==> src/rtl/awg_pkg.sv <==
// Shared types, width defaults and the frame-length decode for the AWG memory loader.
// No clocked logic lives here.
package awg_pkg;

  localparam int DAC_DATA_WIDTH_DEF = 14;
  localparam int ADDR_WIDTH_DEF     = 16;
  localparam int WORD_WIDTH_DEF     = 16;
  localparam int ADDR_W_MAX         = 16;

  typedef enum logic [1:0] {
    IDLE    = 2'd0,
    HDR_LEN = 2'd1,
    DATA    = 2'd2,
    TRAILER = 2'd3
  } ld_state_e;

  // A zero length field stands for a full memory of 2^aw samples.
  function automatic logic [ADDR_W_MAX:0] length_decode(
    input logic [ADDR_W_MAX-1:0] n_field,
    input int unsigned           aw
  );
    logic [ADDR_W_MAX:0]   full;
    logic [ADDR_W_MAX-1:0] mask;
    full = (ADDR_W_MAX+1)'(1) << aw;
    mask = ADDR_W_MAX'(full - (ADDR_W_MAX+1)'(1));
    if ((n_field & mask) == '0) begin
      length_decode = full;
    end else begin
      length_decode = {1'b0, n_field & mask};
    end
  endfunction

endpackage

==> src/rtl/awg_sum16.sv <==
// Clearable, enabled modular accumulator (sum of words mod 2^W); result visible the cycle after en.
// No flow control: clr wins over en.
module awg_sum16 #(
  parameter int W = 16
) (
  input  logic         wclk,
  input  logic         rst_n,
  input  logic         clr_i,
  input  logic         en_i,
  input  logic [W-1:0] din_i,
  output logic [W-1:0] sum_o
);

  logic [W-1:0] sum_q;
  logic [W-1:0] sum_d;

  always_comb begin
    sum_d = sum_q;
    if (clr_i) begin
      sum_d = '0;
    end else if (en_i) begin
      sum_d = sum_q + din_i;
    end
  end

  always_ff @(posedge wclk) begin
    if (!rst_n) begin
      sum_q <= '0;
    end else begin
      sum_q <= sum_d;
    end
  end

  assign sum_o = sum_q;

endmodule

==> src/rtl/awg_mem_loader.sv <==
// Unpacks framed header/length/data/trailer words into waveform-memory writes one cycle after accept.
// Never back-pressures (s_ready tied high); abort drops the frame in flight.
module awg_mem_loader
  import awg_pkg::*;
#(
  parameter int DAC_DATA_WIDTH = DAC_DATA_WIDTH_DEF,
  parameter int ADDR_WIDTH     = ADDR_WIDTH_DEF,
  parameter int WORD_WIDTH     = WORD_WIDTH_DEF
) (
  input  logic                      wclk,
  input  logic                      rst_n,
  input  logic [WORD_WIDTH-1:0]     s_data,
  input  logic                      s_valid,
  output logic                      s_ready,
  input  logic                      abort,
  output logic                      mem_we,
  output logic [ADDR_WIDTH-1:0]     mem_waddr,
  output logic [DAC_DATA_WIDTH-1:0] mem_wdata,
  output logic                      busy,
  output logic                      done,
  output logic                      sum_err,
  output logic [ADDR_WIDTH:0]       words_loaded
);

  ld_state_e                 state_q, state_d;
  logic [ADDR_WIDTH-1:0]     addr_q, addr_d;
  logic [ADDR_WIDTH:0]       rem_q, rem_d;
  logic [ADDR_WIDTH:0]       wl_q, wl_d;
  logic                      we_q, we_d;
  logic [ADDR_WIDTH-1:0]     waddr_q, waddr_d;
  logic [DAC_DATA_WIDTH-1:0] wdata_q, wdata_d;
  logic                      busy_q, busy_d;
  logic                      done_q, done_d;
  logic                      err_q, err_d;

  logic                      accept;
  logic                      acc_clr;
  logic                      acc_en;
  logic [WORD_WIDTH-1:0]     acc_sum;
  logic [ADDR_W_MAX-1:0]     len_field;
  logic [ADDR_W_MAX:0]       len_full;

  assign s_ready   = 1'b1;
  assign accept    = s_valid && s_ready;
  assign len_field = ADDR_W_MAX'(s_data[ADDR_WIDTH-1:0]);
  assign len_full  = length_decode(len_field, ADDR_WIDTH);

  awg_sum16 #(
    .W (WORD_WIDTH)
  ) u_sum (
    .wclk  (wclk),
    .rst_n (rst_n),
    .clr_i (acc_clr),
    .en_i  (acc_en),
    .din_i (s_data),
    .sum_o (acc_sum)
  );

  always_comb begin
    state_d = state_q;
    addr_d  = addr_q;
    rem_d   = rem_q;
    wl_d    = wl_q;
    we_d    = 1'b0;
    waddr_d = waddr_q;
    wdata_d = wdata_q;
    busy_d  = busy_q;
    done_d  = 1'b0;
    err_d   = err_q;
    acc_clr = 1'b0;
    acc_en  = 1'b0;

    // abort discards any word presented alongside it; sum_err and words_loaded survive
    if (abort) begin
      state_d = IDLE;
      busy_d  = 1'b0;
    end else if (accept) begin
      unique case (state_q)
        IDLE: begin
          addr_d  = s_data[ADDR_WIDTH-1:0];
          wl_d    = '0;
          err_d   = 1'b0;
          busy_d  = 1'b1;
          state_d = HDR_LEN;
        end
        HDR_LEN: begin
          rem_d   = len_full[ADDR_WIDTH:0];
          acc_clr = 1'b1;
          state_d = DATA;
        end
        DATA: begin
          we_d    = 1'b1;
          waddr_d = addr_q;
          wdata_d = s_data[DAC_DATA_WIDTH-1:0];
          addr_d  = addr_q + 1'b1;
          acc_en  = 1'b1;
          wl_d    = wl_q + 1'b1;
          rem_d   = rem_q - 1'b1;
          if (rem_q == {{ADDR_WIDTH{1'b0}}, 1'b1}) begin
            state_d = TRAILER;
          end
        end
        TRAILER: begin
          if (s_data == acc_sum) begin
            done_d = 1'b1;
          end else begin
            err_d = 1'b1;
          end
          busy_d  = 1'b0;
          state_d = IDLE;
        end
        default: begin
          state_d = IDLE;
          busy_d  = 1'b0;
        end
      endcase
    end
  end

  always_ff @(posedge wclk) begin
    if (!rst_n) begin
      state_q <= IDLE;
      addr_q  <= '0;
      rem_q   <= '0;
      wl_q    <= '0;
      we_q    <= 1'b0;
      waddr_q <= '0;
      wdata_q <= '0;
      busy_q  <= 1'b0;
      done_q  <= 1'b0;
      err_q   <= 1'b0;
    end else begin
      state_q <= state_d;
      addr_q  <= addr_d;
      rem_q   <= rem_d;
      wl_q    <= wl_d;
      we_q    <= we_d;
      waddr_q <= waddr_d;
      wdata_q <= wdata_d;
      busy_q  <= busy_d;
      done_q  <= done_d;
      err_q   <= err_d;
    end
  end

  assign mem_we       = we_q;
  assign mem_waddr    = waddr_q;
  assign mem_wdata    = wdata_q;
  assign busy         = busy_q;
  assign done         = done_q;
  assign sum_err      = err_q;
  assign words_loaded = wl_q;

endmodule

==> config.mk <==
export PLATFORM = sky130hd
export DESIGN_NAME = awg_mem_loader
export DESIGN_NICKNAME = d
export VERILOG_FILES = /design/src/rtl/awg_pkg.sv /design/src/rtl/awg_sum16.sv /design/src/rtl/awg_mem_loader.sv
export SDC_FILE = /design/constraint.sdc
export NUM_CORES = 1
export LEC_CHECK = 0
export CORE_MARGIN = 3
export CORE_UTILIZATION = 60
export CTS_BUF_LIST = sky130_fd_sc_hd__clkbuf_4 sky130_fd_sc_hd__clkbuf_8 sky130_fd_sc_hd__clkbuf_16
export CTS_CLUSTER_DIAMETER = 200
export DETAILED_ROUTE_END_ITERATION = 6
export PLACE_DENSITY = 0.86
export REMOVE_ABC_BUFFERS = 1
export SYNTH_ARGS = -nofsm -noshare
export SYNTH_HDL_FRONTEND = slang
export SYNTH_SLANG_ARGS = --single-unit
==> constraint.sdc <==
create_clock -name wclk -period 6.05 [get_ports wclk]
set_input_delay 1.5125 -clock wclk [delete_from_list [all_inputs] [get_ports wclk]]
set_output_delay 1.5125 -clock wclk [all_outputs]
set_load 0.01 [all_outputs]
[Word level (Yosys, flattened, before mapping)]
Index checks and enable logic that the tools add are counted.
Word-level totals
  logic and storage cells: 56
  ROM bits: 0
  bits of input ports: 20
  latch bits: 0
  bits in writable memories: 0
  output and inout port bits: 52
  memories: 0
  register bits after elaboration: 102
Operators by class
  shift operators: 0
  reductions and logical operators: 14
  muxes and demuxes: 16
  bitwise gates (word level): 4
  multiply operators: 0
  div/mod/pow operators: 0
  $lt $le $gt $ge: 0
  equality and inequality tests: 7
  add/subtract/negate cells: 4
Operator list (number)
  one-hot mux 17 bit (2 select lines): 2
  one-hot mux 16 bit (2 select lines): 1
  adder 17 x 1 -> 17 bit, second input constant: 1
  == test 17 x 1 -> 1 bit, second input constant: 1
  2-to-1 mux 17 bit: 1
  subtractor 17 x 1 -> 17 bit, second input constant: 1
  adder 16 x 1 -> 16 bit, second input constant: 1
  adder 16 bit: 1
  == test 16 bit: 1
  zero test 16 bit: 1
  AND reduction 3 bit: 3
  2-to-1 mux 1 bit: 8
  one-hot mux 2 bit (4 select lines): 1
  nonzero test 2 bit: 3
  == test 2 bit, second input constant: 2
  inequality test 2 bit, second input constant: 2
  inverter 1 bit: 4
  one-hot mux 1 bit (2 select lines): 2
  AND reduction 2 bit: 2
  AND reduction 4 bit: 1
  OR reduction 2 bit: 2
  OR reduction 4 bit: 1
  == test 2 x 1 -> 1 bit, second input constant: 1
  zero test 2 bit: 1
  2-to-1 mux 2 bit: 1

[Depth between registers and ports, before layout]
Gate-level depths: netlist (run 1).
  depth in word-level cells: 5
  mapped depth: 10
  mapped depth without buffers: 8

[Modules after synthesis]
From an unflattened synthesis (run 1), not the netlist that was laid out.
Unflattened totals
  cell total of the unflattened synthesis: 742
  area, all modules: 5935.7 sq um
Modules (own cells, without submodules)
  awg_mem_loader: cells an instance 581, instances 1, area an instance 4616.9 sq um, sequential area each 1721.7 sq um
  awg_sum16: cells an instance 161, instances 1, area an instance 1318.8 sq um, sequential area each 320.3 sq um

[Worst setup path after synthesis (run 1)]
Ideal clock, no wire load.
  path kind: input to register
  start point: input port s_data[0]
  end point: register u_sum.sum_q[12] (netlist: u_sum.sum_o[12])
  library setup time: 0.117 ns
  cell stages on the path: 8
  arrival: 3.230 ns
  buffers on the path: 0
  required time: 5.933 ns
  setup slack: 2.703 ns
  path through: ha_1 -> fa_1 -> a211o_1 -> a21o_1 -> a221oi_2 -> o21ai_0 -> mux2i_1 -> nand2_1
Between the ends
  word-level cells in the longest chain between the ends: 1
Ends and longest elaborated chain
  from (decl): RTL line awg_mem_loader.sv:12  | input logic [WORD_WIDTH-1:0] s_data,
  adder 16 bit: RTL line awg_sum16.sv:22  | sum_d = sum_q + din_i;
  to (signal assigned): RTL line awg_sum16.sv:30  | sum_q <= sum_d;
  to (decl): RTL line awg_sum16.sv:14  | logic [W-1:0] sum_q;
Every way passes these cells.
A chain may end at the register's enable or synchronous reset.

[Final worst setup path (run 1)]
  start point: input port s_valid
  end point: register wl_q[7] (netlist: words_loaded[7])
Between the ends
  word-level cells in the longest chain between the ends: 1
Ends and longest elaborated chain
  from (decl): RTL line awg_mem_loader.sv:13  | input logic s_valid,
  AND reduction 3 bit (no source line)
  to (signal assigned): RTL line awg_mem_loader.sv:136  | wl_q <= wl_d;
  to (decl): RTL line awg_mem_loader.sv:28  | logic [ADDR_WIDTH:0] wl_q, wl_d;
Every way passes these cells.

==> impl_results.md, run 1 <==
* Setup TNS at 0 ns
* Gr ovfl total at 0
* H-tree depth at 3
* Post-route ant nets at 0
* Multi-input combinational cell area at 3310 sq um
* PortBufs at 70
* Critical Path End Type: flop
* Post-synth top area cell: dfxtp_1
* Drc violations at 0
* Cts hold-fix bufs at 0
* Flop2flop setup slack at about 3.3 ns
* Die width at roughly 100 um
* Synth Area per Inst at between 7 and 8 sq um
* Power, Total at ~1.2 mW
* First-pass GRT wire length at approximately 24 mm
* Slew margin rel. at ~43%
* Max FO, Critical Path at 39
* Final setup margin at 2.22 ns
* Peak supply drop at about 140 uV
* Unique masters post-synth at 67
* CTS root buf: clkbuf_8
* Post-synth EDFFs at 0
* Initial antenna violation count at 0
* Mapped Area at around 5600 sq um
* Max frequency at about 260 MHz
* Final Critical Period at approximately 3.8 ns
* Critical path arrival at 4.11 ns
* Hold_sp: mem_wdata[7]
* Worst skew pair latency at between 0.3 and 0.4 ns
* Startpoint types: input pin
* Initial Util at between 60% and 70%
* Fillcell total at slightly above 700
* Total CTS buffers at 9
* Post-synthesis instance total at about 700
* Worst R2R Path Depth at 9
* Total number of vias at 5492
* Overall routing resource usage at ~28%
* Hold EP: mem_wdata[7]
* Gpl congestion at 0.853
* Final hold vios at 0
* Final Setup Violations at 0
* Critical path class: in -> reg
* Core Area at 8890 sq um
* Iter 0 DRT Violations at roughly 450
* Status: finished clean
* Wire per inst at 16.6 um
* Top FF cell, synth: dfxtp_1
* R2r startpoint: state_q[0]
* Final worst-path cycle share at 63.3%
* Clk sinks at about 100
* Top cells by area, synth: dfxtp_1 37%, nand2_1 8.1%, a21oi_1 5.5%
* Leakage at about 2.3 nW
* Final HPWL DP at around 10 mm
* Reg clk slew, reported paths at 0.10 ns
* Nets at 796
* Clock tree buffer depth at 2
* RSZ-0062 raised after global routing: no
* Core Util, Final at roughly 73%
* # resized after CTS at 0
* Number of diodes at 0
* Largest net degree at the start of global routing at just over 60
* Max-Cap Viols at 0
* Register area share after synthesis at between 30% and 40%
* Die ar. at 10500 sq um
* Hold depth at 2
* Layout cells sized above 1 at slightly below 7%
* FF/Latch Area at slightly above 2000 sq um
* Max-slew violation count at 0
* DRT Wirelength at 14.3 mm
* Critical Path Start: s_valid
* Crit-path slowest cell: clkdlybuf4s50_1
* Worst reg2reg endpoint: u_sum.sum_o[14]
* Worst-path cell chain: clkdlybuf4s50_1 > nor2b_1 > nand2_2 > buf_4 > nor3_1 > nor2_1 > a311oi_1
* Worst EP required at approximately 6.3 ns
* Area Overhead vs Synth at 15.5%
* Ys async rst share at 0%
* Crit-path leading delay family: simple AND/OR/NAND/NOR gates
* CTS tree: done
* Dpl ws at between 1.5 and 2 ns
* Setup Fix Bufs, Post-CTS at 0
* Hold Path Class: reg -> reg
* Drt pass-1 iters at 5
* Sum of buffers and inverters on the critical path at 2
* Crit-path max cell delay at between 0.5 and 0.6 ns
* Ys Warns at 0
* Vias in the first global route at between 5000 and 6000
* #FFs+latches synth at about 100
* Power per standard cell area at ~190 nW/um^2
* Via density at 6.36
* Die height at between 100 and 150 um
* Yosys top cell area share at 36.5%
* Clk_skew at around 0.0056 ns
* Top Ports at 72
* Worst Tran Pin Value at approximately 0.85 ns
* Rows at 34
## where the power goes
group,switching (mW),internal [mW]
sequential,0.0112,0.682
combinational,0.0814,0.0562
clock,0.240,0.147
## registers in the layout, summed over array words and instances (netlist names)
register	count
state_q	2
words_loaded	17
addr_q	16
sum_err	1
busy	1
mem_we	1
u_sum.sum_o	16
done	1
rem_q	17
mem_waddr	16
mem_wdata	14
## cell usage in the layout (no fill, tap or decap), types with 3 or more instances in the layout
master / synthesis / routed
a211oi_1: 8 / 8
a21boi_0: 31 / 31
a21o_1: 13 / 13
a21oi_1: 62 / 62
a221oi_2: 3 / 3
a22oi_1: 7 / 7
a311oi_1: 4 / 4
a31oi_1: 9 / 9
a41oi_1: 6 / 6
and2_1: 7 / 7
and3_1: 12 / 12
buf_4: 1 / 9
clkbuf_8: 2 / 9
clkdlybuf4s50_1: 0 / 70
clkinv_2: 0 / 3
dfxtp_1: 102 / 102
ha_1: 23 / 22
inv_1: 10 / 10
mux2i_1: 6 / 6
nand2_1: 120 / 119
nand2b_1: 5 / 5
nand3_1: 22 / 22
nand4_1: 7 / 7
nor2_1: 60 / 59
nor2b_1: 6 / 6
nor3_1: 14 / 14
nor3_2: 3 / 3
nor4_1: 8 / 8
o211ai_1: 6 / 6
o21a_1: 6 / 6
o21ai_0: 38 / 38
o221a_2: 7 / 7
o22ai_1: 4 / 4
o31ai_1: 4 / 4
or3_1: 6 / 6
xnor2_1: 8 / 8
## metal layers
metal	track usage [%]	vias to the layer above	routed length [um]
li1	-	2628	-
met1	35.9	2623	6050
met2	48.1	215	7090
met3	4.80	26	913
met4	9.38	0	286
met5	0	-	0
## through the flow
step / area, sq um / hold WS [ns] / instances
finish: 6460 / 0.466 / 864
detailed placement: 6300 / 0.453 / 849
global placement: 6300 / 0.445 / 849
global route: 6460 / 0.486 / 864
floorplan: 5380 / 0.436 / 662
CTS: 6460 / 0.467 / 864
## Yosys cell counts (all sizes together), types with 8 or more instances
cell type / number
ha: 23
dfxtp: 102
nor3: 17
xnor2: 8
clkbuf: 27
o221a: 8
a21o: 13
nor4: 10
inv: 10
and3: 12
a211oi: 8
a31oi: 9
o21ai: 41
nand2: 120
a21boi: 31
buf: 16
nor2: 60
nand3: 23
a21oi: 63
or3: 8
## kinds of logic (layout without fill, tap and decap cells)
kind of cell | Yosys count | after routing | synth area share [%]
and+or+nand+nor | 283 | 283 | 23.9
adders and majority gates | 24 | 24 | 5.50
AOI/OAI and AO/OA | 224 | 224 | 26.7
buffers and inverters | 54 | 105 | 4.47
xor gates and xnor gates | 10 | 10 | 1.57
muxes | 7 | 7 | 1.28
other | 1 | 1 | 0.0670
DFF | 102 | 102 | 36.5
## how the worst max path moves through the flow
stage	end	slack, ns	depth (start not counted)
finish	words_loaded[7]	2.22	7
global route	words_loaded[7]	1.99	7
CTS	words_loaded[11]	2.27	6
detailed placement	words_loaded[11]	1.89	6
global placement	words_loaded[7]	2.01	7
floorplan	words_loaded[7]	0.90	6
## worst reg2reg max path, stage by stage, from the launching register on
cell and delay [ns]:
dfxtp_1 0.34, inv_1 0.12, ha_2 0.18, buf_4 0.49, clkinv_1 0.31, nor2_4 0.44, buf_4 0.34, nand4_1 0.13
mux2_2 0.29, o211ai_1 0.08
## layout make-up
type | instances | share of cell area (%)
Inverter | 11 | 0.639
Timing Repair Buffer | 79 | 11.9
Clock inverter | 6 | 0.600
Tap cell | 108 | 2.09
Multi-Input combinational cell | 549 | 51.3
Sequential cell | 102 | 31.6
Clock buffer | 9 | 1.92
(Power assumes the default switching activity.)
==> inputs of run 2 (changes only) <==
--- a/config.mk
+++ b/config.mk
@@ -6,11 +6,11 @@
 export NUM_CORES = 1
 export LEC_CHECK = 0
 export CORE_MARGIN = 3
-export CORE_UTILIZATION = 60
+export CORE_UTILIZATION = 50
 export CTS_BUF_LIST = sky130_fd_sc_hd__clkbuf_4 sky130_fd_sc_hd__clkbuf_8 sky130_fd_sc_hd__clkbuf_16
 export CTS_CLUSTER_DIAMETER = 200
 export DETAILED_ROUTE_END_ITERATION = 6
-export PLACE_DENSITY = 0.86
+export PLACE_DENSITY = 0.76
 export REMOVE_ABC_BUFFERS = 1
 export SYNTH_ARGS = -nofsm -noshare
 export SYNTH_HDL_FRONTEND = slang
==> constraint.sdc (replaced) <==
create_clock -name wclk -period 3.5 [get_ports wclk]
set_input_delay 0.875 -clock wclk [delete_from_list [all_inputs] [get_ports wclk]]
set_output_delay 0.875 -clock wclk [all_outputs]
set_load 0.01 [all_outputs]
==> impl_results.md, run 2 (synthesis results as in run 1) <==
* Status: finished clean (unchanged)
* Power, Total at 2.31 mW (was 1.22 mW)
* Hold Path Class: reg -> reg (unchanged)
* Clock tree buffer depth at 2 (unchanged)
* Die width at 112 um (was 103 um)
* Overall routing resource usage at 23.3% (was 28.1%)
* First-pass GRT wire length at 24.6 mm (was 24.3 mm)
* Final hold vios at 0 (unchanged)
* Clk network pwr share at 37.2% (was 31.8%)
* Area Overhead vs Synth at 19.6% (was 15.5%)
* CTS tree: done (unchanged)
* Most common cell after layout, fill and taps aside: nand2_1 (unchanged)
* Die height at 112 um (was 103 um)
* # resized after CTS at 0 (unchanged)
* Final Non-Filler Cells at 910 (was 864)
* Setup Fix Bufs, Post-CTS at 0 (unchanged)
* Most frequent cells in the layout: 119 x nand2_1, 102 x dfxtp_1, 70 x clkdlybuf4s50_1 (unchanged)
* Reg clk slew, reported paths at 0.10 ns (about the same)
* Top Ports at 72 (unchanged)
* Max frequency at 336 MHz
* Die ar. at 12500 sq um (was 10500 sq um)
* Worst skew pair latency at 0.38 ns (was 0.36 ns)
* Max FO, Critical Path at 3 (was 39)
* Cts hold-fix bufs at 0 (unchanged)
* Placed cell count at 894 (was 849)
* Worst Tran Pin Value at 0.804 ns (was 0.852 ns)
* Logic pwr share at 10.9% (was 11.3%)
* Worst R2R Path Depth at 7 (was 9)
* R2r startpoint: state_q[0] (unchanged)
* Iter 0 DRT Violations at 319 (was 454)
* Layout cells sized above 1 at 9.04% (was 6.88%)
* Core Area at 10600 sq um (was 8890 sq um)
* Clk sinks at 102 (unchanged)
* Fillcell total at 963 (was 718)
* Total CTS buffers at 9 (unchanged)
* Initial Util at 52.8% (was 62.9%)
* RSZ-0062 raised after global routing: no (unchanged)
* Critical Path End Type: flop (unchanged)
* Sw Share at 26.5% (was 27.3%)
* Largest net degree at the start of global routing at 61 (was 62)
* Post-route ant nets at 0 (unchanged)
* CTS root buf: clkbuf_8 (unchanged)
* Slew margin rel. at 45.9% (was 42.7%)
* DRT Wirelength at 14.7 mm (was 14.3 mm)
* Critical path arrival at 3.27 ns (was 4.11 ns)
* Max-slew violation count at 0 (unchanged)
* H-tree depth at 3 (unchanged)
* Hold depth at 2 (unchanged)
* Total number of vias at 5369 (was 5492)
* Final Setup Violations at 0 (unchanged)
* Gpl congestion at 0.853 (about the same)
* Final Critical Period at 2.97 ns
* Hold_sp: u_sum.sum_o[7] (was mem_wdata[7])
* Via density at 5.90 (was 6.36)
* Flop2flop setup slack at 1.16 ns (was 3.26 ns)
* Power per standard cell area at 345 nW/um^2 (was 188 nW/um^2)
* Internal Power at 1.70 mW (was 0.885 mW)
* Critical path class: in -> reg (unchanged)
* Worst reg2reg endpoint: words_loaded[4] (was u_sum.sum_o[14])
* Final worst-path cycle share at between 80% and 90%
* Final HPWL DP at 10.4 mm (was 9.99 mm)
* Clk_skew at 0.00905 ns (was 0.00556 ns)
* Nets at 813 (was 796)
* Rows at 37 (was 34)
* Drc violations at 0 (unchanged)
* Worst EP required at 3.80 ns (was 6.33 ns)
* Peak supply drop at 199 uV (was 142 uV)
* Leakage at 2.44 nW (was 2.33 nW)
* Sequential share of power at 51.8% (was 56.9%)
* Drt pass-1 iters at 5 (unchanged)
* Initial antenna violation count at 0 (unchanged)
* Startpoint types: input pin (unchanged)
* Sw power at 0.611 mW (was 0.333 mW)
* Max-Cap Viols at 0 (unchanged)
* PortBufs at 70 (unchanged)
* Number of diodes at 0 (unchanged)
* Wire per inst at 16.2 um (was 16.6 um)
* Vias in the first global route at 5120 (was 5225)
* Gr ovfl total at 0 (unchanged)
* Hold EP: u_sum.sum_o[7] (was mem_wdata[7])
[run 2: changes by cell type in the layout (fill, tap and decap cells not counted)]
cell	change
clkinv_2	-3
inv_8	+1
bufinv_16	+2
buf_4	+17
clkinv_4	+2
clkinvlp_4	-1
[run 2: metal layers]
layer  global-route usage (%)  up-vias  share of wire, %
li1                         -     2664                 -
met1                     31.0     2526                45
met2                     38.8      160                47
met3                     3.26       19               6.1
met4                     8.03        0               1.8
met5                        0        -                 0
[run 2: area by class of cell]
type                       instances  area, sq um  share of cell area (%)
multi-input combinational        549         3310                    49.5
inverter                          11         41.3                   0.617
clock inverter                     7          105                    1.57
clock buffer                       9          124                    1.85
sequential                       102         2040                    30.5
tap                              136          170                    2.54
timing repair buffer              96          896                    13.4
[run 2: power groups by stage]
stage / registers, mW / logic (mW) / clock network (mW)
after CTS: 1.20 / 0.250 / 0.876
after global routing: 1.20 / 0.276 / 0.921
after floorplan: 1.22 / 0.144 / 0
after detailed placement: 1.22 / 0.249 / 0
after global placement: 1.22 / 0.245 / 0
final: 1.20 / 0.252 / 0.860
[run 2: worst max-delay path by stage]
stage	startpoint	end	slack, ns	depth (start not counted)
3_3_place_gp	s_data[0]	u_sum.sum_o[12]	0.20	9
5_1_grt	s_data[0]	u_sum.sum_o[12]	0.41	9
4_1_cts	s_data[0]	u_sum.sum_o[12]	0.54	9
6_report	s_data[0]	u_sum.sum_o[14]	0.53	9
3_5_place_dp	s_data[0]	u_sum.sum_o[12]	0.13	9
2_1_floorplan	state_q[0]	words_loaded[7]	-1.65	6
[run 2: per-stage QoR]
step,area [sq um],setup slack (ns),setup TNS [ns],hold WS (ns),utilization [%]
floorplan,5380,-1.65,-77.87,0.436,-
global placement,6460,0.196,0,0.443,61.0
detailed placement,6460,0.132,0,0.450,61.0
CTS,6690,0.544,0,0.463,63.1
global route,6690,0.410,0,0.488,63.1
finish,6690,0.526,0,0.460,63.1
[run 2: critical path, stage by stage]
cell	delay [ns]
clkdlybuf4s50_1	0.43
ha_1	0.25
fa_1	0.44
a211o_1	0.34
a21o_1	0.22
o211ai_1	0.23
a21oi_1	0.11
mux2_2	0.28
o211ai_1	0.09
